`src/rtl/booth_bist_ctrl.sv`:
```
// -----------------------------------------------------------------------------
// booth_bist_ctrl
//
// Built-in self-test controller for the 4-bit Booth multiplier. A test run
// takes NPAT operand pairs from an 8-bit LFSR. Each pair is issued with a
// one-cycle start pulse. The controller then waits for the multiplier's busy
// handshake to rise and fall, and folds the product into an 8-bit MISR. At the
// end of the run the signature is compared against GOLDEN to produce pass.
//
// Parameters
//   WIDTH     operand width (only 4 is supported; product is 2*WIDTH bits)
//   NPAT      operand pairs applied per run (1..255)
//   SEED      LFSR seed; 8'h00 is replaced by 8'h01
//   GOLDEN    expected final MISR signature
//   MAX_WAIT  cycle limit for each busy-rise / busy-fall wait (1..255)
//
// Ports
//   clk          system clock, rising edge
//   rst          asynchronous, active-high reset
//   test_start   one-cycle run request; only honoured while idle
//   mul_a/mul_b  operands to the multiplier; held from issue until sampled
//   mul_start    one-cycle start pulse to the multiplier
//   mul_busy     multiplier busy
//   mul_product  multiplier result (raw bits)
//   test_busy    high from acceptance of a run until done
//   test_done    high from end of run until the next accepted test_start
//   pass         valid while test_done: signature matched and no timeout
//   signature    current MISR value
// -----------------------------------------------------------------------------
module booth_bist_ctrl #(
  parameter int          WIDTH    = 4,
  parameter int          NPAT     = 16,
  parameter logic [7:0]  SEED     = 8'h01,
  parameter logic [7:0]  GOLDEN   = 8'h00,
  parameter int          MAX_WAIT = 15
) (
  input  logic               clk,
  input  logic               rst,
  input  logic               test_start,
  output logic [WIDTH-1:0]   mul_a,
  output logic [WIDTH-1:0]   mul_b,
  output logic               mul_start,
  input  logic               mul_busy,
  input  logic [2*WIDTH-1:0] mul_product,
  output logic               test_busy,
  output logic               test_done,
  output logic               pass,
  output logic [7:0]         signature
);

  // An all-zero LFSR would lock up, so a zero seed is replaced.
  localparam logic [7:0] SEED_EFF  = (SEED == 8'h00) ? 8'h01 : SEED;
  localparam logic [7:0] NPAT_L    = 8'(NPAT);
  localparam logic [7:0] WAIT_LAST = 8'(MAX_WAIT - 1);

  typedef enum logic [2:0] {
    IDLE,
    ISSUE,
    WAIT_HI,
    WAIT_LO,
    COMPACT,
    FINISH
  } state_t;

  state_t       state, state_n;
  logic [7:0]   lfsr, lfsr_n;
  logic [7:0]   misr, misr_n;
  logic [7:0]   pat_cnt, pat_cnt_n;
  logic [7:0]   wait_cnt, wait_cnt_n;
  logic [7:0]   prod_q, prod_n;
  logic         timeout, timeout_n;
  logic         done_q, done_n;
  logic         pass_q, pass_n;

  logic [7:0]   lfsr_step;
  logic [7:0]   misr_step;
  logic [7:0]   cnt_inc;
  logic         ops_valid;

  // Both shift registers use the same feedback taps (7,5,4,3).
  assign lfsr_step = {lfsr[6:0], lfsr[7] ^ lfsr[5] ^ lfsr[4] ^ lfsr[3]};
  assign misr_step = {misr[6:0], misr[7] ^ misr[5] ^ misr[4] ^ misr[3]};
  assign cnt_inc   = pat_cnt + 8'd1;

  // ---------------------------------------------------------------------------
  // Next-state and output decode
  // ---------------------------------------------------------------------------
  always_comb begin
    // NOTE: every signal written here gets a default first; a path that left
    // one unassigned would infer a latch.
    state_n    = state;
    lfsr_n     = lfsr;
    misr_n     = misr;
    pat_cnt_n  = pat_cnt;
    wait_cnt_n = wait_cnt;
    prod_n     = prod_q;
    timeout_n  = timeout;
    done_n     = done_q;
    pass_n     = pass_q;
    mul_start  = 1'b0;

    case (state)
      IDLE: begin
        if (test_start) begin
          lfsr_n    = SEED_EFF;
          misr_n    = 8'h00;
          pat_cnt_n = 8'h00;
          timeout_n = 1'b0;
          done_n    = 1'b0;
          pass_n    = 1'b0;
          state_n   = ISSUE;
        end
      end

      ISSUE: begin
        mul_start  = 1'b1;
        wait_cnt_n = 8'h00;
        state_n    = WAIT_HI;
      end

      // Only a busy that is actually seen high counts; a low busy here means
      // the multiplier has not started yet, not that it has finished.
      WAIT_HI: begin
        if (mul_busy) begin
          wait_cnt_n = 8'h00;
          state_n    = WAIT_LO;
        end else if (wait_cnt == WAIT_LAST) begin
          timeout_n = 1'b1;
          state_n   = FINISH;
        end else begin
          wait_cnt_n = wait_cnt + 8'd1;
        end
      end

      WAIT_LO: begin
        if (!mul_busy) begin
          prod_n  = mul_product;
          state_n = COMPACT;
        end else if (wait_cnt == WAIT_LAST) begin
          timeout_n = 1'b1;
          state_n   = FINISH;
        end else begin
          wait_cnt_n = wait_cnt + 8'd1;
        end
      end

      COMPACT: begin
        misr_n    = misr_step ^ prod_q;
        lfsr_n    = lfsr_step;
        pat_cnt_n = cnt_inc;
        state_n   = (cnt_inc == NPAT_L) ? FINISH : ISSUE;
      end

      FINISH: begin
        pass_n  = (misr == GOLDEN) && !timeout;
        done_n  = 1'b1;
        state_n = IDLE;
      end

      default: state_n = IDLE;
    endcase
  end

  // ---------------------------------------------------------------------------
  // State register
  // ---------------------------------------------------------------------------
  always_ff @(posedge clk or posedge rst) begin
    // NOTE: sequential state uses non-blocking assignments so every register
    // samples the pre-edge values, independent of statement order.
    if (rst) begin
      state    <= IDLE;
      lfsr     <= SEED_EFF;
      misr     <= 8'h00;
      pat_cnt  <= 8'h00;
      wait_cnt <= 8'h00;
      prod_q   <= 8'h00;
      timeout  <= 1'b0;
      done_q   <= 1'b0;
      pass_q   <= 1'b0;
    end else begin
      state    <= state_n;
      lfsr     <= lfsr_n;
      misr     <= misr_n;
      pat_cnt  <= pat_cnt_n;
      wait_cnt <= wait_cnt_n;
      prod_q   <= prod_n;
      timeout  <= timeout_n;
      done_q   <= done_n;
      pass_q   <= pass_n;
    end
  end

  // Operands are driven only while a pattern is in flight and are zero
  // otherwise; the LFSR does not move until COMPACT, so they stay stable.
  assign ops_valid = (state == ISSUE) || (state == WAIT_HI) || (state == WAIT_LO);
  assign mul_a     = ops_valid ? lfsr[2*WIDTH-1:WIDTH] : '0;
  assign mul_b     = ops_valid ? lfsr[WIDTH-1:0]       : '0;

  assign test_busy = (state != IDLE);
  assign test_done = done_q;
  assign pass      = pass_q;
  assign signature = misr;

endmodule

```
`config.mk`:
```
export PLATFORM = sky130hd
export DESIGN_NAME = booth_bist_ctrl
export DESIGN_NICKNAME = d
export VERILOG_FILES = /design/src/rtl/booth_bist_ctrl.sv
export SDC_FILE = /design/constraint.sdc
export NUM_CORES = 1
export LEC_CHECK = 0
export CORE_MARGIN = 2
export CORE_UTILIZATION = 55
export DETAILED_ROUTE_END_ITERATION = 6
export PLACE_DENSITY = 0.8
export SLEW_MARGIN = 15
export SYNTH_ARGS = -nofsm -noshare
export SYNTH_HDL_FRONTEND = slang
export SYNTH_SLANG_ARGS = --single-unit
```
`constraint.sdc`:
```
create_clock -name clk -period 4.65 [get_ports clk]
set_input_delay 0.93 -clock clk [delete_from_list [all_inputs] [get_ports clk]]
set_output_delay 0.93 -clock clk [all_outputs]
set_load 0.05 [all_outputs]
```
---- Word level (Yosys, flattened, before mapping) ----
Index checks and enable logic that the tools add are counted.
word-level totals
  register bits ........................... 46
  bits in latches ......................... 0
  memory bits (writable) .................. 0
  bits in read-only memories .............. 0
  input bits .............................. 12
  word-level logic and storage cells ...... 70
  memories ................................ 0
cells by class
  $add $sub $neg .......................... 2
  $mul .................................... 0
  div/mod/pow operators ................... 0
  magnitude comparators ................... 0
  eq/ne operators ......................... 10
  shift operators ......................... 0
  muxes and demuxes ....................... 25
  bitwise logic cells ..................... 8
  reduce and logical (&&, ||, !) cells .... 16
operators with widths
  operator             number
  $pmux 8 s2           3
  $mux 8               5
  $pmux 8 s3           1
  $add 8x1->8 const B  2
  $mux 3               5
  $pmux 3 s5           1
  $reduce_bool 3->1    3
  $eq 8x4->1 const B   1
  $eq 8x5->1 const B   1
  $logic_not 8->1      1
  $mux 4               2
  $reduce_and 2->1     4
  $xor 8x8->8          1
  $eq 3x2->1 const B   2
  $eq 3x3->1 const B   2
  $ne 2x2->1 const B   3
  $xor 1x1->1          6
  $mux 1               5
  $pmux 1 s2           2
  $reduce_and 4->1     1
  $reduce_bool 2->1    2
  $eq 3x1->1 const B   1
  $logic_not 3->1      1
  $pmux 1 s3           1
  other kinds (4)      5

---- Longest topological paths before layout ----
  depth in word-level cells ............... 5
  mapped depth ............................ 8

---- Least setup slack after synthesis ----
Ideal clock, no wire load.
  path kind ............................... reg-to-output
  start point ............................. register state[2]
  end point ............................... output mul_b[0]
  arrival time ............................ 1.809 ns
  setup slack ............................. 1.911 ns
  stages on the path, launching flop included .. 4
  buffers on the path ..................... 2
  path through ............................ dfrtp_1 clkbuf_1 clkbuf_1 nor3_1
on the way
  word-level cells in the longest chain between the ends .. 4
  elaborated cells on any way between the ends .. 6
ends and longest elaborated chain
  element                                   line  text
  start: declaration                        65    state_t state, state_n;
  start signal: assignment                  181   state <= state_n;
  $eq 3x1->1 or $eq 3x2->1 (tied branches)  195   assign ops_valid = (state == ISSUE) || (state == WAIT_HI) || (state == WAIT_LO);
  $logic_or 1x1->1                          195
  $logic_or 1x1->1 (*)                      195
  $mux 4 (*)                                197   assign mul_b = ops_valid ? lfsr[WIDTH-1:0] : '0;
  end: declaration                          41    output logic [WIDTH-1:0] mul_b,
Every way passes the cells marked *; elsewhere a longest branch is shown, timed or not.

---- Final worst setup path ----
  start point ............................. register state[0]
  end point ............................... output mul_a[2]
on the way
  word-level cells in the longest chain between the ends .. 4
  elaborated cells on any way between the ends .. 6
ends and longest elaborated chain
  element                                   line  text
  $eq 3x1->1 or $eq 3x2->1 (tied branches)  195
  $logic_or 1x1->1                          195
  $logic_or 1x1->1 (*)                      195
  $mux 4 (*)                                196   assign mul_a = ops_valid ? lfsr[2*WIDTH-1:WIDTH] : '0;
  end: declaration                          40    output logic [WIDTH-1:0] mul_a,
Marks and branches as above.

==> results.json <==
{
  "postRouteWirelength_um": 4710,
  "synth.area.top_cells": "dfrtp_1 (48%), o21ai_0 (6.4%), xnor2_1 (5.6%), nand2_1 (4.4%), mux2_2 (3.9%)",
  "power_frac_comb": 0.457,
  "nNetsFinal": 285,
  "syn-instance-count": 239,
  "postCtsSetupRepairBufs": 0,
  "hp-class": "flip-flop to flip-flop",
  "hold_depth": 1,
  "gp_congestion": 0.822,
  "cp.arrival_ns": 2.36,
  "fin_worst_skew_ns": 0.00590,
  "cts_hold_buffers": 0,
  "cellInternalPower_mw": 0.918,
  "port_buffers": 31,
  "cts_tree": "done",
  "fin_util": 0.687,
  "antennaDiodeCount": 0,
  "stdcell_count": 320,
  "io_pins": 32,
  "ir_drop_v": 0.000621,
  "drive_gt1_frac": 0.0815,
  "antenna_found_initial": 0,
  "critPathCaptureType": "primary output",
  "yosysSeqAreaShare": 0.495,
  "yosys-top-cells-count": "dfrtp_1 (45), o21ai_0 (30), nand2_1 (27), nor2_1 (17), xnor2_1 (15)",
  "cp_max_fo": 11,
  "grt_overflow_total": 0,
  "timing.final.ws_setup_ns": 1.36,
  "startpoint_type": "flip-flop",
  "syn_to_final_growth_pct": 18.8,
  "worst-slew-pin-transition_ns": 0.732,
  "grt_use_met2": 0.329,
  "cts.clk_slew.worst_paths_ns": 0.09,
  "synthFlopType": "dfrtp_1",
  "rows": 23,
  "grt_max_degree": 47,
  "r2r-end": "wait_cnt[7]$_DFFE_PP0P_",
  "max_freq_mhz": 304,
  "cts_made_buffers": 5,
  "wl_per_cell_um": 14.7,
  "synth_fp_nets": 255,
  "cap_violations": 0,
  "cts_buffer_depth": 2,
  "tns_ns": 0,
  "rsz0062_at_grt": "no",
  "start_util": 0.578,
  "seqPwrFrac": 0.396,
  "clkPwrFrac": 0.147,
  "fillerInstances": 316,
  "swShare": 0.442,
  "routed_via_density": 5.68,
  "yosysTopAreaCell": "dfrtp_1",
  "p_per_area_nw_per_um2": 595,
  "p_leak_nw": 1.21,
  "busiest_layer": "met2",
  "setup_viol": 0,
  "rr_worst_depth": 7,
  "status": "finished clean",
  "met3_usage": 0.0643,
  "place_hpwl_um": 3300,
  "fin_crit_ns": 3.29,
  "syn_avg_cell_area_um2": 9.74,
  "holdPathEnd": "lfsr[3]$_DFFE_PP0P_",
  "synth-edff-count": 0,
  "dr.pass1.iters": 4,
  "grt_use_met1": 0.268,
  "dieArea_um2": 4770,
  "hold_viol": 0,
  "ys_seq_elements": 46,
  "htree_num_levels": 2,
  "fin_total_pwr_mw": 1.64,
  "crit_type": "flip-flop to primary output",
  "synth_top_area_share": 0.484,
  "ant_nets": 0,
  "clk_latency_ns": 0.30,
  "reg2reg_slack_ns": 2.54,
  "max_slew_margin": 0.509,
  "grt_usage": 0.205,
  "stdcell_area_um2": 2770,
  "drtIter0Drc": 124,
  "drv_slew": 0,
  "synth_most_common_cell": "dfrtp_1",
  "yosysWarnings": 0,
  "core_um2": 4030,
  "cts_sinks": 46,
  "dp_slack_ns": 1.69,
  "die_h_um": 69.1,
  "ys_async_sr_fraction": 1.00,
  "post_dp_cell_area_um2": 2680,
  "rr_startpoint": "wait_cnt[0]$_DFFE_PP0P_",
  "netlist_area_um2": 2330,
  "holdCritStartpoint": "lfsr[2]$_DFFE_PP0P_",
  "cp.required_ns": 3.72,
  "finalCritPeriodShare": 0.707,
  "grt_first_pass_wirelength_um": 8040,
  "vias": 1818,
  "power.switching_mw": 0.727,
  "clock_tree.root_cell": "clkbuf_8",
  "first_global_vias": 1800,
  "whs_ns": 0.513,
  "dp.cells": 312,
  "post-route-drc-count": 0,
  "cts_resized": 0,
  "ys_types": 42,
  "die_w_um": 69.1
}
==> critical path, stage by stage (launching register included) <==
cell and delay (ns):
dfrtp_1 0.51, nor2_1 0.18, nor2_1 0.38, and2_1 0.19
clkdlybuf4s50_1 0.80
==> final cells by class <==
cell class | instances | area (um2) | area share
Inverter | 5 | 18.8 | 0.00678
Clock buffer | 5 | 68.8 | 0.0249
Tap cell | 50 | 62.6 | 0.0226
Sequential cell | 46 | 1150 | 0.417
Clock inverter | 3 | 21.3 | 0.00769
Multi-Input combinational cell | 178 | 1120 | 0.404
Timing Repair Buffer | 33 | 325 | 0.118
==> kinds of logic (layout without fill, tap and decap cells) <==
family / after synthesis / after routing / synth area share
AO/OA/AOI/OAI: 56 / 56 / 0.145
XOR/XNOR: 20 / 20 / 0.0752
adder cells (fa/ha/maj): 4 / 4 / 0.0215
buffers and inverters: 15 / 46 / 0.0253
flip-flops: 46 / 46 / 0.495
multiplexers: 9 / 9 / 0.0430
AND/OR/NAND/NOR: 89 / 89 / 0.195
==> registers in the layout, indices dropped and copies added (netlist names), 3 cells and up <==
name / count
signature: 8
lfsr: 8
wait_cnt: 8
pat_cnt: 8
state: 3
prod_q: 8
==> power by group through the flow <==
stage	clock network, mW	registers (mW)	logic [mW]
6_report	0.241	0.652	0.752
5_1_grt	0.266	0.668	0.815
4_1_cts	0.247	0.650	0.758
3_5_place_dp	0	0.657	0.755
3_3_place_gp	0	0.653	0.736
2_1_floorplan	0	0.744	0.441
==> placed cells by master, fill, tap and decap left out, drive strengths merged, types with 2 or more instances in the layout <==
cell type,instances
xor2,5
nor2,17
clkinv,3
or3,3
o21ai,32
ha,4
a211oi,2
mux2,8
nor3,6
buf,2
xnor2,15
a21oi,7
nand2b,3
dfrtp,45
nand4,4
and2,9
nor2b,2
inv,4
o31ai,2
a22o,7
nand3,7
and3,4
nand2,27
clkdlybuf4s50,31
clkbuf,5
==> routing by layer <==
metal | vias up | wire [um]
met5 | - | 0
met4 | 0 | 46
met3 | 4 | 248
met2 | 45 | 2300
met1 | 877 | 2120
li1 | 892 | -
==> worst max-delay path by stage <==
stage                              start       end  slack [ns]  depth (start not counted)
floorplan           state[2]$_DFFE_PP0N_  mul_b[0]        1.91                          3
global placement    state[0]$_DFFE_PP0N_  mul_a[3]        1.79                          4
detailed placement  state[0]$_DFFE_PP0N_  mul_a[2]        1.69                          4
CTS                 state[0]$_DFFE_PP0N_  mul_a[2]        1.35                          4
global route        state[0]$_DFFE_PP0N_  mul_a[0]        1.23                          4
finish              state[0]$_DFFE_PP0N_  mul_a[2]        1.36                          4
Note: power is estimated with default switching activity, not from simulation.
